--- config.mk ---
export PLATFORM = sky130hd
export DESIGN_NAME = vga_timing_gen
export DESIGN_NICKNAME = d
export VERILOG_FILES = /design/src/rtl/vga_timing_pkg.sv /design/src/rtl/vga_timing_gen.sv
export SDC_FILE = /design/constraint.sdc
export NUM_CORES = 1
export LEC_CHECK = 0
export CORE_AREA = 2 2 57 59
export CTS_CLUSTER_DIAMETER = 80
export DETAILED_ROUTE_END_ITERATION = 10
export DIE_AREA = 0 0 59 61
export PLACE_DENSITY = 0.79
export SLEW_MARGIN = 10
export SYNTH_ARGS = -nofsm -noshare
export SYNTH_HDL_FRONTEND = slang
export SYNTH_SLANG_ARGS = --single-unit
--- constraint.sdc ---
create_clock -name clk -period 2.6 [get_ports clk]
set_input_delay 0.52 -clock clk [delete_from_list [all_inputs] [get_ports clk]]
set_output_delay 0.52 -clock clk [all_outputs]
set_load 0.05 [all_outputs]
--- src/rtl/vga_timing_pkg.sv ---
// Shared 640x480@60 raster timing constants, count type and window helper,
// imported by the timing generator and by the pixel/object renderers.
package vga_timing_pkg;

  localparam int unsigned H_SYNC   = 96;
  localparam int unsigned H_BP     = 48;
  localparam int unsigned H_ACTIVE = 640;
  localparam int unsigned H_FP     = 16;
  localparam int unsigned V_SYNC   = 2;
  localparam int unsigned V_BP     = 33;
  localparam int unsigned V_ACTIVE = 480;
  localparam int unsigned V_FP     = 10;

  localparam int unsigned H_TOTAL = H_SYNC + H_BP + H_ACTIVE + H_FP;
  localparam int unsigned V_TOTAL = V_SYNC + V_BP + V_ACTIVE + V_FP;

  localparam int unsigned H_ACT_START = H_SYNC + H_BP;
  localparam int unsigned H_ACT_END   = H_ACT_START + H_ACTIVE - 1;
  localparam int unsigned V_ACT_START = V_SYNC + V_BP;
  localparam int unsigned V_ACT_END   = V_ACT_START + V_ACTIVE - 1;

  typedef logic [9:0] count_t;

  typedef struct packed {
    logic h_sync;
    logic v_sync;
    logic bright;
  } sync_t;

  function automatic logic in_span(count_t c, count_t lo, count_t hi);
    return (c >= lo) && (c <= hi);
  endfunction

endpackage

--- src/rtl/vga_timing_gen.sv ---
// VGA raster timing: pixel-enable divider, h/v counters, sync/bright decode,
// frame_start and game_tick strobes. Define VGA_TIMING_REG_OUT_EN to register
// hSync/vSync/bright (glitch-free pins, same alignment to hCount/vCount).
module vga_timing_gen #(
  parameter int unsigned PIX_DIV     = 4,
  parameter int unsigned H_SYNC      = vga_timing_pkg::H_SYNC,
  parameter int unsigned H_BP        = vga_timing_pkg::H_BP,
  parameter int unsigned H_ACTIVE    = vga_timing_pkg::H_ACTIVE,
  parameter int unsigned H_FP        = vga_timing_pkg::H_FP,
  parameter int unsigned V_SYNC      = vga_timing_pkg::V_SYNC,
  parameter int unsigned V_BP        = vga_timing_pkg::V_BP,
  parameter int unsigned V_ACTIVE    = vga_timing_pkg::V_ACTIVE,
  parameter int unsigned V_FP        = vga_timing_pkg::V_FP,
  parameter int unsigned TICK_FRAMES = 2
) (
  input  logic       clk,
  input  logic       rst,
  output logic [9:0] hCount,
  output logic [9:0] vCount,
  output logic       bright,
  output logic       hSync,
  output logic       vSync,
  output logic       pix_en,
  output logic       frame_start,
  output logic       game_tick
);
  import vga_timing_pkg::*;

  localparam count_t H_LAST     = count_t'(H_SYNC + H_BP + H_ACTIVE + H_FP - 1);
  localparam count_t V_LAST     = count_t'(V_SYNC + V_BP + V_ACTIVE + V_FP - 1);
  localparam count_t H_SYNC_END = count_t'(H_SYNC);
  localparam count_t V_SYNC_END = count_t'(V_SYNC);
  localparam count_t H_LO       = count_t'(H_SYNC + H_BP);
  localparam count_t H_HI       = count_t'(H_SYNC + H_BP + H_ACTIVE - 1);
  localparam count_t V_LO       = count_t'(V_SYNC + V_BP);
  localparam count_t V_HI       = count_t'(V_SYNC + V_BP + V_ACTIVE - 1);

  localparam int unsigned FC_W = (TICK_FRAMES > 1) ? $clog2(TICK_FRAMES) : 1;
  localparam logic [FC_W-1:0] FC_LAST = FC_W'(TICK_FRAMES - 1);

  logic            pix_en_w;
  count_t          hcount_q, hcount_d;
  count_t          vcount_q, vcount_d;
  logic [FC_W-1:0] frame_cnt_q, frame_cnt_d;
  logic            frame_start_q, frame_start_d;
  logic            game_tick_q, game_tick_d;
  logic            h_wrap, frame_wrap;
  sync_t           sync;

  // With PIX_DIV == 1 there is no divider state at all; pix_en is tied high.
  if (PIX_DIV > 1) begin : g_div
    localparam int unsigned DIV_W = $clog2(PIX_DIV);
    localparam logic [DIV_W-1:0] DIV_LAST = DIV_W'(PIX_DIV - 1);
    logic [DIV_W-1:0] div_q, div_d;

    always_comb begin
      div_d = (div_q == DIV_LAST) ? '0 : div_q + DIV_W'(1);
    end

    always_ff @(posedge clk or posedge rst) begin
      if (rst) div_q <= '0;
      else     div_q <= div_d;
    end

    assign pix_en_w = (div_q == DIV_LAST);
  end else begin : g_nodiv
    assign pix_en_w = 1'b1;
  end

  always_comb begin
    hcount_d      = hcount_q;
    vcount_d      = vcount_q;
    frame_cnt_d   = frame_cnt_q;
    h_wrap        = pix_en_w && (hcount_q == H_LAST);
    frame_wrap    = h_wrap && (vcount_q == V_LAST);
    frame_start_d = frame_wrap;
    game_tick_d   = frame_wrap && (frame_cnt_q == FC_LAST);
    if (pix_en_w) hcount_d = h_wrap ? '0 : hcount_q + count_t'(1);
    if (h_wrap)   vcount_d = (vcount_q == V_LAST) ? '0 : vcount_q + count_t'(1);
    if (frame_wrap) begin
      frame_cnt_d = (frame_cnt_q == FC_LAST) ? '0 : frame_cnt_q + FC_W'(1);
    end
  end

  always_ff @(posedge clk or posedge rst) begin
    if (rst) begin
      hcount_q      <= '0;
      vcount_q      <= '0;
      frame_cnt_q   <= '0;
      frame_start_q <= 1'b0;
      game_tick_q   <= 1'b0;
    end else begin
      hcount_q      <= hcount_d;
      vcount_q      <= vcount_d;
      frame_cnt_q   <= frame_cnt_d;
      frame_start_q <= frame_start_d;
      game_tick_q   <= game_tick_d;
    end
  end

  function automatic sync_t decode(count_t h, count_t v);
    sync_t s;
    s.h_sync = ~(h < H_SYNC_END);
    s.v_sync = ~(v < V_SYNC_END);
    s.bright = in_span(h, H_LO, H_HI) && in_span(v, V_LO, V_HI);
    return s;
  endfunction

`ifdef VGA_TIMING_REG_OUT_EN
  // Decoding the next-state counts keeps the registered pins aligned with hCount/vCount.
  sync_t sync_q, sync_d;

  always_comb begin
    sync_d = decode(hcount_d, vcount_d);
  end

  always_ff @(posedge clk or posedge rst) begin
    if (rst) sync_q <= '0;
    else     sync_q <= sync_d;
  end

  assign sync = sync_q;
`else
  always_comb begin
    sync = decode(hcount_q, vcount_q);
  end
`endif

  assign hCount      = hcount_q;
  assign vCount      = vcount_q;
  assign pix_en      = pix_en_w;
  assign hSync       = sync.h_sync;
  assign vSync       = sync.v_sync;
  assign bright      = sync.bright;
  assign frame_start = frame_start_q;
  assign game_tick   = game_tick_q;

endmodule
### After elaboration in Yosys (flattened, before gate mapping)

Index checks and enable logic that the tools add are counted.

* logic and storage cells: 31
* input port bits: 2
* register bits after elaboration: 25

* reductions and logical operators: 6
* add/sub/neg operators: 4
* muxes and demuxes: 4
* bitwise logic cells: 2
* eq/ne operators: 3
* order comparisons: 6

Operator list (number)
* $add 10x1->10 const B: 2
* $eq 10x10->1 const B: 2
* $le 10x10->1 const B: 2
* $mux 10: 2
* $ge 10x6->1 const B: 1
* $ge 10x8->1 const B: 1
* $lt 10x2->1 const B: 1
* $lt 10x7->1 const B: 1
* $logic_and 1x1->1: 6
* $add 2x1->2 const B: 1
* $eq 2x2->1 const B: 1
* $mux 2: 1
* $not 1->1: 2
* $add 1x1->1 const B: 1
* $mux 1: 1

### Longest topological paths before layout

* depth after elaboration: 4
* depth in mapped cells: 7
* mapped depth without buffers: 5

### Worst setup path before layout

Ideal clock, no wire load.

* kind: register to register
* start: register g_div.div_q[0]
* end: register vcount_q[9], in the netlist vCount[9]
* data required time: 2531 ps
* slack: 64 ps
* buffers on the path: 2
* cell stages (with the launch flop): 8
* arrival: 2467 ps
* library setup time: 69 ps
* cell sequence: dfrtp_1 -> ha_1 -> clkbuf_2 -> nand4_2 -> or4_1 -> buf_2 -> or4_1 -> nand3_1

* longest elaborated chain between the ends: 2

RTL lines
* from (decl): line vga_timing_gen.sv:54 `logic [DIV_W-1:0] div_q, div_d;`
* from (signal assigned): line vga_timing_gen.sv:62 `else div_q <= div_d;`
* $eq 2x2->1: line vga_timing_gen.sv:65 `assign pix_en_w = (div_q == DIV_LAST);`
* net pix_en: line vga_timing_gen.sv:23 `output logic pix_en,`
* $logic_and 1x1->1: line vga_timing_gen.sv:74 `h_wrap = pix_en_w && (hcount_q == H_LAST);`
* to (signal assigned): line vga_timing_gen.sv:94 `vcount_q <= vcount_d;`
* to (decl): line vga_timing_gen.sv:43 `count_t vcount_q, vcount_d;`

The timed path passes the listed nets, and every way through them passes these cells.
A chain may end at the register's enable or synchronous reset.

### Worst setup path in the final report

* start: register hcount_q[5], in the netlist hCount[5]
* end: output port bright

* longest elaborated chain between the ends: 3
* elaborated cells on any way between the ends: 4
* classes of those cells: order compare (2); reduce/logical (2)

RTL lines
* from (decl): line vga_timing_gen.sv:42 `count_t hcount_q, hcount_d;`
* from (signal assigned): line vga_timing_gen.sv:93 `hcount_q <= hcount_d;`
* $ge 10x8->1 or $le 10x10->1 (tied branches): line vga_timing_pkg.sv:31 `return (c >= lo) && (c <= hi);`
* $logic_and 1x1->1 *: line vga_timing_pkg.sv:31
* $logic_and 1x1->1 *: line vga_timing_gen.sv:105 `s.bright = in_span(h, H_LO, H_HI) && in_span(v, V_LO, V_HI);`
* to (decl): line vga_timing_gen.sv:20 `output logic bright,`

Every way passes the cells marked *; elsewhere a longest branch is shown, timed or not.

==> out/results.txt <==
Final Util: 54.96%
Critical Path RT: 2.08 ns
worst r2r src: g_div.div_q[0]$_DFF_PP0_
vias in the first global route: 1115
r2r worst-path depth: 5
critical path type: reg2out
FF-to-FF End: vCount[9]$_DFFE_PP0P_
CP Capture Type: output port
combinational power share: 1.7%
Worst-Skew Late Latency: 0.32 ns
GR Util All Layers: 18.21%
Final min period: 2.481 ns
overall die width: 59 µm
Wirelength per Cell: 14.74 µm
Post CTS Setup Buffer Count: 0
HP Class: in2async
status: complete, no violations
synth warn: 0
register bit count reported by yosys: 25
CP Cell Sequence: or4_1 > a31oi_1 > and3_1 > buf_12
Antenna Cells: 0
post-route ant nets: 0
Post-Syn Nets: 139
Rows: 20
synthesized area per cell: 9.761 µm²
Total Die Area: 3599 µm²
clock skew: 0.01575 ns
Crit path max-delay family: simple AND/OR/NAND/NOR gates
WHS: 0.3646 ns
final wirelength: 2844 µm
critical path depth: 4
Clk pwr share: 30.8%
Seq pwr share: 67.5%
Starting Density: 43.31%
switch share: 22.14%
RSZ-0062 raised after global routing: false
Worst Path Buf+Inv: 1
hold buffer count at cts: 0
vias per cell: 5.751
routed vias: 1110
first-pass GRT wire length: 4968 µm
Post-Syn Area: 1279 µm²
gr ovfl total: 0
Pins Over Slew Limit: 0
Area Overhead vs Synth: 26.91%
DR DRC count: 0
Post-Synthesis Cells: 131
placed cell count: 189
critical path arrival: 1.96 ns
peak supply drop: 0.3320 mV
# resized after CTS: 0
share of layout cells above drive strength 1: 6.250%
fin crit share: 95.42%
CP peak stage delay: 0.53 ns
Num CTS Buffers: 3
# IOs: 28
Worst-Margin Slew: 0.5072 ns
largest net degree at the start of global routing: 23
IO buf count: 27
CTS Root Cell: clkbuf_4
TritonRoute pass-1 iters: 5
R2R setup slack: 0.24 ns
Peak Freq: 0.4031 GHz
CP Max Fanout: 10
CP startpoint kind: flip-flop
sequential fraction of the synthesis area: 48.92%
Slowest-stage cell, CP: or4_1
unique cell type count in the Yosys netlist: 32
clock-pin slew on the worst setup and hold paths: 0.15 ns
gp weighted congestion: 0.8179
Final Cell Area: 1623 µm²
core area: 2953 µm²
Pint: 448.9 µW
Die Span Y: 61 µm
PD cells: 355.3 nW/µm²
CTS max path bufs: 2
initial antenna violation count: 0
Final Hold Viols: 0
Max-slew headroom: 66.08%
nets: 169
Post-Layout Cell Count: 193
CTS sink cnt: 25
Final HPWL DP: 2058 µm
placed inst area: 1595 µm²
most frequent cells in the layout: dfrtp_1, clkdlybuf4s50_1, nand2_1
Max H-tree Level: 1
CTS tree: yes
setup violators final: 0
Leak: 0.0006992 µW
Max Cap Viol: 0
1st-iter DRT viols: 35
NetSw: 127.6 µW
Setup TNS: 0 ns
[kinds of logic after synthesis]
| family | Yosys count | synth area share, % |
|---|---|---|
| fa+ha+maj | 6 | 5.871 |
| simple gates | 58 | 24.07 |
| flops | 25 | 48.92 |
| mux | 2 | 1.566 |
| xor+xnor | 11 | 7.534 |
| compound gates | 18 | 8.611 |
| buf+inv | 11 | 3.425 |
[power by group through the flow]
| stage | logic (µW) | registers [µW] | clock network (µW) |
|---|---|---|---|
| floorplan | 5.78 | 396 | 0 |
| CTS | 10.8 | 389 | 182 |
| global route | 12.4 | 389 | 196 |
| finish | 10.1 | 389 | 178 |
| global placement | 10.3 | 396 | 0 |
| detailed placement | 10.7 | 396 | 0 |
[synth_stat cells]
master	n	area share, %
inv_1	7	2.1
nand2_1	14	4.1
o41ai_1	1	0.69
xnor2_1	7	4.8
and3_1	1	0.49
dfrtp_1	25	49
nor4_1	3	1.5
nor3_1	6	2.3
nand4_1	5	2.4
nand3_1	7	2.7
o21ai_0	7	2.7
and2b_1	1	0.59
a31oi_1	2	0.98
or3b_1	1	0.69
nor2_1	8	2.3
o211ai_1	1	0.59
nor2b_1	1	0.49
a21oi_1	4	1.6
nand4_2	1	0.98
xor2_1	4	2.7
o31a_1	2	1.4
or2_2	1	0.49
or4_1	3	1.8
clkbuf_2	1	0.39
or3_1	2	0.98
a22o_1	1	0.69
and2_1	3	1.5
and4_1	1	0.69
buf_2	1	0.39
clkbuf_1	2	0.59
ha_1	6	5.9
mux2i_1	2	1.6
[registers in the layout, summed over array words and instances, names as in the netlist]
signal,flops
hCount,10
vCount,10
g_div.div_q,2
frame_cnt_q,1
frame_start,1
game_tick,1
[per-stage QoR]
step | power (µW) | worst slack (ns)
6_report | 576.5 | 0.1190
3_5_place_dp | 406.9 | 0.3221
2_1_floorplan | 402.0 | 0.06364
3_3_place_gp | 406.5 | 0.4010
4_1_cts | 581.3 | 0.1255
5_1_grt | 597.0 | 0.01779
[how the worst max path moves through the flow]
stage | startpoint | to | slack [ns]
2_1_floorplan | g_div.div_q[0]$_DFF_PP0_ | vCount[9]$_DFFE_PP0P_ | 0.06
4_1_cts | hCount[5]$_DFFE_PP0P_ | bright | 0.13
6_report | hCount[5]$_DFFE_PP0P_ | bright | 0.12
3_5_place_dp | g_div.div_q[0]$_DFF_PP0_ | vCount[9]$_DFFE_PP0P_ | 0.32
5_1_grt | hCount[5]$_DFFE_PP0P_ | bright | 0.02
3_3_place_gp | g_div.div_q[0]$_DFF_PP0_ | vCount[9]$_DFFE_PP0P_ | 0.40
[cell type report]
cell class	count	area, µm²
clock buffer	3	22.52
sequential	25	625.6
inverter	7	26.28
fill	276	1330
clock inverter	1	5.005
tap	33	41.29
multi-input combinational	95	609.3
timing repair buffer	29	292.8
[routing by layer]
layer / share of wire, % / vias to the layer above / GRT usage, %
met3: 5.6 / 6 / 3.412
met1: 45 / 539 / 25.64
met5: 0 / - / 0
met2: 48 / 42 / 27.62
li1: - / 523 / -
met4: 1.8 / 0 / 7.792
Note: power is estimated with default switching activity, not from simulation.
